$ cat config.mk
export PLATFORM = sky130hd
export DESIGN_NAME = spi_frame_monitor
export DESIGN_NICKNAME = d
export VERILOG_FILES = /design/src/rtl/spi_frame_monitor.sv
export SDC_FILE = /design/constraint.sdc
export NUM_CORES = 1
export LEC_CHECK = 0
export CORE_AREA = 2 2 192 194
export DETAILED_ROUTE_END_ITERATION = 16
export DIE_AREA = 0 0 194 196
export PLACE_DENSITY = 0.63
export RECOVER_POWER = 25
export SYNTH_ARGS = -nofsm -noshare
export SYNTH_HDL_FRONTEND = slang
export SYNTH_SLANG_ARGS = --single-unit
$ cat constraint.sdc
create_clock -name clk_i -period 5.5 [get_ports clk_i]
set_clock_uncertainty 0.1 [all_clocks]
set_input_delay 1.375 -clock clk_i [delete_from_list [all_inputs] [get_ports clk_i]]
set_output_delay 1.375 -clock clk_i [all_outputs]
set_load 0.01 [all_outputs]
$ cat src/rtl/spi_frame_monitor.sv
// ============================================================================
// spi_frame_monitor
// ----------------------------------------------------------------------------
// Passive monitor that sits on the SPI bus driven by the stimulus master and
// rebuilds each command / address / (dummy) / data frame it sees. Every frame
// that terminates, cleanly or not, produces one record that is pushed into a
// small FIFO for on-board checking or a UART dump.
//
// Ports
//   clk_i      in   FPGA clock, shared with the SPI master
//   rst_i      in   synchronous active-high reset
//   spi_sclk   in   SPI clock from the master (already in the clk_i domain)
//   spi_sdo    in   master -> SoC data (command, address, write data)
//   spi_sdi    in   SoC -> master data (read data)
//   spi_cs     in   chip select, active low
//   rec_valid  out  head record of the FIFO is valid
//   rec_ready  in   consumer takes the head record
//   rec_cmd    out  decoded opcode of the head record
//   rec_addr   out  decoded address of the head record
//   rec_data   out  write data or read data of the head record
//   rec_err    out  head record is truncated or carries an unknown opcode
//   frame_cnt  out  number of terminated frames, wraps at 256
//   overflow   out  sticky flag, a record was lost because the FIFO was full
// ============================================================================
module spi_frame_monitor #(
   parameter logic [7:0] WRITE_CMD  = 8'h02,
   parameter logic [7:0] READ_CMD   = 8'h0B,
   parameter int         DUMMY_BITS = 34,
   parameter int         FIFO_DEPTH = 4
) (
   input  logic        clk_i,
   input  logic        rst_i,
   input  logic        spi_sclk,
   input  logic        spi_sdo,
   input  logic        spi_sdi,
   input  logic        spi_cs,
   output logic        rec_valid,
   input  logic        rec_ready,
   output logic [7:0]  rec_cmd,
   output logic [31:0] rec_addr,
   output logic [31:0] rec_data,
   output logic        rec_err,
   output logic [7:0]  frame_cnt,
   output logic        overflow
);

   localparam int AW = $clog2(FIFO_DEPTH);
   localparam int RW = 8 + 32 + 32 + 1;

   // ST_READY is the state after a completed frame while CS is still low:
   // the next rising edge is the first command bit of a back-to-back frame.
   // ST_HUNT swallows the rest of a frame with an unknown opcode.
   typedef enum logic [2:0] {
      ST_IDLE,
      ST_CMD,
      ST_ADDR,
      ST_DUMMY,
      ST_DATA,
      ST_READY,
      ST_HUNT
   } state_t;

   state_t        r_state;
   state_t        w_stateNxt;
   logic          r_sclkQ;
   logic          w_rise;
   logic [7:0]    r_cmd;
   logic [7:0]    w_cmdNxt;
   logic [31:0]   r_addr;
   logic [31:0]   w_addrNxt;
   logic [31:0]   r_data;
   logic [31:0]   w_dataNxt;
   logic [5:0]    r_bitCnt;
   logic [5:0]    w_bitCntNxt;
   logic          w_push;
   logic [RW-1:0] w_pushRec;

   logic          w_isRead;
   logic          w_cmdValid;
   logic          w_dataBit;
   logic [7:0]    w_cmdShift;
   logic [31:0]   w_addrShift;
   logic [31:0]   w_dataShift;

   logic [RW-1:0] r_mem [FIFO_DEPTH];
   logic [AW-1:0] r_wrPtr;
   logic [AW-1:0] r_rdPtr;
   logic [AW:0]   r_count;
   logic          w_full;
   logic          w_pop;
   logic          w_write;
   logic [RW-1:0] w_head;

   // A rising SCLK edge only counts while the slave is selected. Because
   // SCLK toggles at most once per clk_i cycle, comparing against the
   // previous-cycle value never misses an edge.
   assign w_rise = ~r_sclkQ & spi_sclk & ~spi_cs;

   // Shifted versions of each field with the current bit appended, MSB
   // first. The opcode check looks at the shifted value so that it can be
   // made on the very edge that delivers the eighth command bit.
   assign w_isRead    = (r_cmd == READ_CMD);
   assign w_cmdShift  = {r_cmd[6:0], spi_sdo};
   assign w_addrShift = {r_addr[30:0], spi_sdo};
   assign w_dataBit   = w_isRead ? spi_sdi : spi_sdo;
   assign w_dataShift = {r_data[30:0], w_dataBit};
   assign w_cmdValid  = (w_cmdShift == WRITE_CMD) || (w_cmdShift == READ_CMD);

   // Next-state and datapath logic. The bit counter is loaded with the
   // phase length minus one and the phase ends on the edge where it reads
   // zero. Fields are cleared at the start of every frame, so a truncated
   // record naturally carries zeros in the fields that never got shifted.
   // CS going high in the middle of a phase wins over everything else and
   // flushes whatever was collected as an error record.
   always_comb begin
      w_stateNxt  = r_state;
      w_cmdNxt    = r_cmd;
      w_addrNxt   = r_addr;
      w_dataNxt   = r_data;
      w_bitCntNxt = r_bitCnt;
      w_push      = 1'b0;
      w_pushRec   = '0;

      case (r_state)
         ST_IDLE, ST_READY: begin
            if (w_rise) begin
               w_cmdNxt    = {7'd0, spi_sdo};
               w_addrNxt   = '0;
               w_dataNxt   = '0;
               w_bitCntNxt = 6'd6;
               w_stateNxt  = ST_CMD;
            end else if (spi_cs) begin
               w_stateNxt = ST_IDLE;
            end
         end

         ST_CMD: begin
            if (spi_cs) begin
               w_push     = 1'b1;
               w_pushRec  = {r_cmd, r_addr, r_data, 1'b1};
               w_stateNxt = ST_IDLE;
            end else if (w_rise) begin
               w_cmdNxt    = w_cmdShift;
               w_bitCntNxt = r_bitCnt - 6'd1;
               if (r_bitCnt == 6'd0) begin
                  if (w_cmdValid) begin
                     w_bitCntNxt = 6'd31;
                     w_stateNxt  = ST_ADDR;
                  end else begin
                     w_push     = 1'b1;
                     w_pushRec  = {w_cmdShift, 32'd0, 32'd0, 1'b1};
                     w_stateNxt = ST_HUNT;
                  end
               end
            end
         end

         ST_ADDR: begin
            if (spi_cs) begin
               w_push     = 1'b1;
               w_pushRec  = {r_cmd, r_addr, r_data, 1'b1};
               w_stateNxt = ST_IDLE;
            end else if (w_rise) begin
               w_addrNxt   = w_addrShift;
               w_bitCntNxt = r_bitCnt - 6'd1;
               if (r_bitCnt == 6'd0) begin
                  if (w_isRead) begin
                     w_bitCntNxt = 6'(DUMMY_BITS - 1);
                     w_stateNxt  = ST_DUMMY;
                  end else begin
                     w_bitCntNxt = 6'd31;
                     w_stateNxt  = ST_DATA;
                  end
               end
            end
         end

         ST_DUMMY: begin
            if (spi_cs) begin
               w_push     = 1'b1;
               w_pushRec  = {r_cmd, r_addr, r_data, 1'b1};
               w_stateNxt = ST_IDLE;
            end else if (w_rise) begin
               w_bitCntNxt = r_bitCnt - 6'd1;
               if (r_bitCnt == 6'd0) begin
                  w_bitCntNxt = 6'd31;
                  w_stateNxt  = ST_DATA;
               end
            end
         end

         ST_DATA: begin
            if (spi_cs) begin
               w_push     = 1'b1;
               w_pushRec  = {r_cmd, r_addr, r_data, 1'b1};
               w_stateNxt = ST_IDLE;
            end else if (w_rise) begin
               w_dataNxt   = w_dataShift;
               w_bitCntNxt = r_bitCnt - 6'd1;
               if (r_bitCnt == 6'd0) begin
                  w_push     = 1'b1;
                  w_pushRec  = {r_cmd, r_addr, w_dataShift, 1'b0};
                  w_stateNxt = ST_READY;
               end
            end
         end

         ST_HUNT: begin
            if (spi_cs) begin
               w_stateNxt = ST_IDLE;
            end
         end

         default: begin
            w_stateNxt = ST_IDLE;
         end
      endcase
   end

   // Frame decoder registers, including the SCLK history used for edge
   // detection.
   always_ff @(posedge clk_i) begin
      if (rst_i) begin
         r_state  <= ST_IDLE;
         r_sclkQ  <= 1'b0;
         r_cmd    <= '0;
         r_addr   <= '0;
         r_data   <= '0;
         r_bitCnt <= '0;
      end else begin
         r_state  <= w_stateNxt;
         r_sclkQ  <= spi_sclk;
         r_cmd    <= w_cmdNxt;
         r_addr   <= w_addrNxt;
         r_data   <= w_dataNxt;
         r_bitCnt <= w_bitCntNxt;
      end
   end

   // A full FIFO still accepts a record when the head leaves in the same
   // cycle, so nothing is lost in that case.
   assign w_full    = (r_count == (AW+1)'(FIFO_DEPTH));
   assign rec_valid = (r_count != '0);
   assign w_pop     = rec_valid & rec_ready;
   assign w_write   = w_push & (~w_full | w_pop);

   // Record storage. It carries no reset because every entry is written
   // before the count makes it visible.
   always_ff @(posedge clk_i) begin
      if (w_write) begin
         r_mem[r_wrPtr] <= w_pushRec;
      end
   end

   // FIFO pointers and occupancy, the frame counter (counts every push
   // attempt, dropped or not) and the sticky overflow flag. The depth is a
   // power of two, so the pointers wrap on their own.
   always_ff @(posedge clk_i) begin
      if (rst_i) begin
         r_wrPtr   <= '0;
         r_rdPtr   <= '0;
         r_count   <= '0;
         frame_cnt <= '0;
         overflow  <= 1'b0;
      end else begin
         if (w_write) begin
            r_wrPtr <= r_wrPtr + AW'(1);
         end
         if (w_pop) begin
            r_rdPtr <= r_rdPtr + AW'(1);
         end
         case ({w_write, w_pop})
            2'b10:   r_count <= r_count + (AW+1)'(1);
            2'b01:   r_count <= r_count - (AW+1)'(1);
            default: r_count <= r_count;
         endcase
         if (w_push) begin
            frame_cnt <= frame_cnt + 8'd1;
         end
         if (w_push & ~w_write) begin
            overflow <= 1'b1;
         end
      end
   end

   // Record outputs come from the head entry and are held at zero while
   // the FIFO is empty, which also gives clean values straight out of reset.
   assign w_head   = r_mem[r_rdPtr];
   assign rec_cmd  = rec_valid ? w_head[72:65] : 8'd0;
   assign rec_addr = rec_valid ? w_head[64:33] : 32'd0;
   assign rec_data = rec_valid ? w_head[32:1]  : 32'd0;
   assign rec_err  = rec_valid ? w_head[0]     : 1'b0;

endmodule

=== Word level (Yosys, flattened, before mapping) ===
Memory sizes are Yosys's and may differ from the RTL's. A register that Yosys moved wholly into a read port is not among the register bits.
Cells that the tools add are included.

* Register bits: 98
* Bits in writable memories: 292
* Output and inout bits: 83
* Word-level logic and storage cells: 144
* Memories: 1

* $add $sub $neg: 6
* Equality and inequality tests: 29
* Multiplexer cells: 71
* Bitwise logic cells: 10
* Reduce and logical (&&, ||, !) cells: 16

{| class="wikitable"
|+ Memory list
! name !! depth !! width !! rd ports !! clocked after memory_dff !! wr ports !! line !! text
|-
| r_mem || 4 || 73 || 1 || 1 || 1 || 85 || <nowiki>logic [RW-1:0] r_mem [FIFO_DEPTH];</nowiki>
|}

{| class="wikitable"
|+ Operator list
! kind !! count
|-
| two-way mux 73 bit || 8
|-
| two-way mux 32 bit || 7
|-
| case mux 73 bit (3 select lines) || 1
|-
| case mux 32 bit (2 select lines) || 2
|-
| two-way mux 6 bit || 14
|-
| two-way mux 3 bit || 16
|-
| two-way mux 8 bit || 4
|-
| case mux 6 bit (5 select lines) || 1
|-
| inequality test 3 bit, second input constant || 8
|-
| inequality test 2 bit, second input constant || 9
|-
| case mux 3 bit (6 select lines) || 1
|-
| == test 8 x 4 -> 1 bit, second input constant || 2
|-
| case mux 8 bit (2 select lines) || 1
|-
| == test 3 bit, second input constant || 4
|-
| two-way mux 1 bit || 12
|-
| AND reduction 4 bit || 3
|-
| AND reduction 10 bit || 1
|-
| adder 8 x 1 -> 8 bit, second input constant || 1
|-
| == test 8 x 2 -> 1 bit, second input constant || 1
|-
| AND reduction 8 bit || 1
|-
| nonzero test 2 bit || 4
|-
| == test 3 x 2 -> 1 bit, second input constant || 2
|-
| logical NOT 6 bit || 1
|-
| case mux 3 bit (2 select lines) || 1
|-
| 17 further kinds || 27
|}

=== Longest topological paths before layout ===
* Depth in word-level cells: 10
* Depth in mapped cells: 12
* Mapped depth without buffers: 11

=== Least setup slack after synthesis ===
OpenSTA, ideal clock, no wires.

* Path kind: input to register
* Start point: in spi_cs
* End point: mem r_mem[0][0] (netlist bit), enable pin
* Setup time: 0.439 ns
* Data arrival time: 4.173 ns
* Data required time: 4.961 ns
* Path slack: 0.788 ns
* Stages: 5
* Path buffers: 2
* Path through: clkbuf_1 -> inv_1 -> o221ai_2 -> clkbuf_1 -> and3_1

* Cells in the longest elaborated chain, start to end: 8

{| class="wikitable"
|+ RTL lines
! element !! line !! text
|-
| from (decl) || 36 || <nowiki>input logic spi_cs,</nowiki>
|-
| inverter 1 bit || 97 || <nowiki>assign w_rise = ~r_sclkQ & spi_sclk & ~spi_cs;</nowiki>
|-
| bitwise AND 1 bit || 97 ||
|-
| two-way mux 1 bit (on tied branches) || 197, 142 ||
|-
| two-way mux 1 bit (on tied branches) || 193, 138 ||
|-
| case mux 1 bit (3 select lines) * || 124 || <nowiki>case (r_state)</nowiki>
|-
| bitwise AND 1 bit * || 245 || <nowiki>assign w_write = w_push & (~w_full | w_pop);</nowiki>
|-
| two-way mux 1 bit * || 250 || <nowiki>if (w_write) begin</nowiki>
|-
| two-way mux 1 bit (not written as such) * || 251 || <nowiki>r_mem[r_wrPtr] <= w_pushRec;</nowiki>
|-
| to (decl) || 85 ||
|}

Mark *: on every way between the ends. The rest lies on a longest branch, timed or not.

=== Worst setup path after layout ===
* Start point: in spi_cs
* End point: reg r_addr[29]

* Cells in the longest elaborated chain, start to end: 4

{| class="wikitable"
|+ RTL lines
! element !! line !! text
|-
| inverter 1 bit || 97 ||
|-
| bitwise AND 1 bit || 97 ||
|-
| inequality test 2 bit (no source line) || n/a ||
|-
| AND reduction 4 bit (no source line) * || n/a ||
|-
| to (signal assigned) || 234 || <nowiki>r_addr <= w_addrNxt;</nowiki>
|-
| to (decl) || 69 || <nowiki>logic [31:0] r_addr;</nowiki>
|}

Marked as above.
A chain may end at the register's enable or synchronous reset.

==> results by group <==
Outcome
  – Status: finished with violations
  – Failing checks: capacitance limit, slew limit

Synthesis
  – Synth top area share: 54.8%
  – Area leader, netlist: edfxtp_1
  – EDFF count, synth: 292
  – Syn avg cell area: approximately 15 um^2
  – Synth Flop Type: edfxtp_1
  – Post-synth ARST share: 0%
  – Mapped Nets: 1100
  – Synth Register Bits: 392
  – Synth top area cells: edfxtp_1 55%, dfxtp_1 13%, mux4_2 10%
  – Seq/Total Area, Yosys: about 67%
  – Synth Cell Area: 0.0160 mm^2
  – Mapped Cells: roughly 1100
  – Post-synth cell types: 60
  – Synth Warn #: 0

Final layout
  – N_diodes: 0
  – Final instance area: 0.0186 mm^2
  – Most frequent cells in the layout: 292 x edfxtp_1, 126 x nor2_1, 109 x a22oi_1
  – Commonest non-fill, non-tap cell in the layout: edfxtp_1
  – Layout Nets: 1179
  – Synth-to-Final Area Change: 16.4%
  – Layout cells sized above 1: 13.4%

Die
  – I/O pin cnt: 90
  – Die H: 196 um
  – Total Die Area: 0.0380 mm^2
  – # rows: 70
  – Die width: between 150 and 200 um
  – Core area: 0.0361 mm^2
  – Starting Density: 44.3%

Worst setup path
  – Crit-path slowest cell: clkbuf_1
  – Max stage delay on crit path: 1.55 ns
  – Terminus of the critical flop-to-flop path: r_mem[1][32]
  – R2R depth: 6
  – CP Cell Sequence: dlygate4sd3_1 > clkbuf_1 > nor2_1 > nand3_1 > clkbuf_2 > a22oi_1 > nor2_1
  – Worst Path Required: between 5 and 6 ns
  – Max FO, Critical Path: 45
  – Worst r2r src: r_state[2]
  – Setup Crit Path Kind: input port to flip-flop
  – CP Launch Type: input port
  – Worst EP arrival: 5.04 ns
  – Worst Setup SP: spi_cs
  – Crit path top cell by count: nor2_1
  – R2R Setup Slk: 1.49 ns
  – Critical Path Sink Type: flip-flop

Pwr
  – Worst VDD drop: 0.253 mV
  – Pleak: 0.00614 uW
  – PwrDens: ~420 mW/mm^2

STA
  – Tmin final: 4.71 ns
  – Total Neg Setup Slack: 0 ns
  – Pins over their slew limit: 140
  – Period utilisation layout: 85.6%
  – Slew HR: -70.3%
  – Slack of the critical path: 0.790 ns
  – Actual slew at the worst max-slew pin: about 2.6 ns
  – Final hold violations: 0
  – RSZ-0062 raised after global routing: no
  – Worst hold slack: 0.381 ns
  – Final setup fails: 0
  – Max Fclk: 212 MHz

Run
  – Maxcap violations: 3

Place
  – Placed cell areas: 0.0174 mm^2
  – GP Congestion: 0.854
  – Worst slack, placed: 0.968 ns
  – Port Buffer Count: 89
  – DP HPWL: 19000 um

Clock tree
  – Worst-Skew Late Latency: 0.53 ns
  – CTS clk-pin slew, worst paths: 0.06 ns
  – Clock Tree Root: clkbuf_16
  – CTS tree: built
  – Clock Tree Buf Depth: 3
  – Post_cts resized: 0
  – Post-CTS setup repair buffer count: 0
  – CTS H-Tree Depth: 2
  – Clock sink count: 392
  – CTS buffer count: 40
  – Hold_buf cts: 0

Routing
  – Drt pass-1 iters: 5
  – Via/cell ratio: 5.63
  – Wire per inst: just under 20 um
  – Drt drc: 0
  – Routed vias: 9362
  – Routed Antenna Nets: 0
  – DR iter-0 viols: 841
  – Detailed Route WL: roughly 33000 um

Worst hold path
  – Hold Crit Start: overflow
  – Min-Delay Endpoint: overflow
  – Hold Path Class: flip-flop to flip-flop
  – Hold depth: 2

Global route
  – First-pass GRT wire length: 52200 um
  – Vias in the first global route: just over 9000
  – Initial antenna violation count: 0
  – Gr ovfl total: 0
  – Tot GR Track Use: approximately 17%
  – Largest net degree at the start of global routing: 58
## sequential cells by signal, summed over array words and instances, names as in the netlist, named ones only
register,count
r_bitCnt,6
r_wrPtr,2
r_addr,32
r_cmd,8
r_state,3
frame_cnt,8
r_mem,292
r_rdPtr,2
r_data,32
overflow,1
r_count,3
r_sclkQ,1
## layer usage
layer / GRT usage [%] / routed length, um
met2: 28.0 / 15800
met1: 24.7 / 15000
met4: 4.10 / 419
met5: 0 / 0
met3: 2.60 / 1430
## synth_stat cells, types with 7 or more instances
cell and n:
a22oi_1 109, a21oi_1 26, nand2_1 30, mux4_2 73
ha_1 7, clkbuf_1 58, dfxtp_1 100, or3_1 7
edfxtp_1 292, buf_2 8, nor2_1 127, inv_1 15
nor3_1 10, and3_1 7, o21ai_0 18, nand3_1 10
and2_1 110
## worst max-delay path by stage
stage,to,slack [ns],cells past startpoint
3_5_place_dp,r_count[2],0.97,10
4_1_cts,rec_data[17],0.98,4
5_1_grt,r_addr[10],0.51,7
3_3_place_gp,r_count[2],1.00,10
2_1_floorplan,r_mem[0][0],0.79,5
6_report,r_addr[29],0.79,7
## area by class of cell
type | count | area (um^2)
Multi-Input combinational cell | 605 | 4920
Clock inverter | 12 | 72.6
Tap cell | 468 | 586
Timing Repair Buffer | 110 | 1080
Inverter | 15 | 56.3
Clock buffer | 60 | 1120
Fill cell | 3068 | 17500
Sequential cell | 392 | 10800
## stage by stage
step	std cells	utilization, %	total power (uW)
2_1_floorplan	1085	-	4490
3_3_place_gp	1590	48.4	5440
3_5_place_dp	1590	48.4	5450
4_1_cts	1662	51.7	7930
5_1_grt	1662	51.6	8160
6_report	1662	51.6	7800
## where the power goes
part / switching, uW / internal, uW
combinational: 864 / 1120
clock: 1070 / 1410
sequential: 108 / 3230
## worst max-delay path: cells and delay by family
family                 cells  cell delay, ns
AOI/OAI and AO/OA          1            0.15
buffers and inverters      3            2.70
and+or+nand+nor            3            0.76
## logic make-up (layout without fill, tap and decap cells)
family / Yosys count / in the layout / share of synthesized area (%)
adder cells (fa/ha/maj): 8 / 8 / 0.673
flip-flops: 392 / 392 / 67.4
AND/OR/NAND/NOR: 330 / 330 / 10.6
multiplexers: 76 / 76 / 10.5
buffers and inverters: 88 / 197 / 2.15
AO/OA/AOI/OAI: 181 / 181 / 8.17
XOR/XNOR: 10 / 10 / 0.548
No activity file was read; power rests on OpenSTA's default activity.
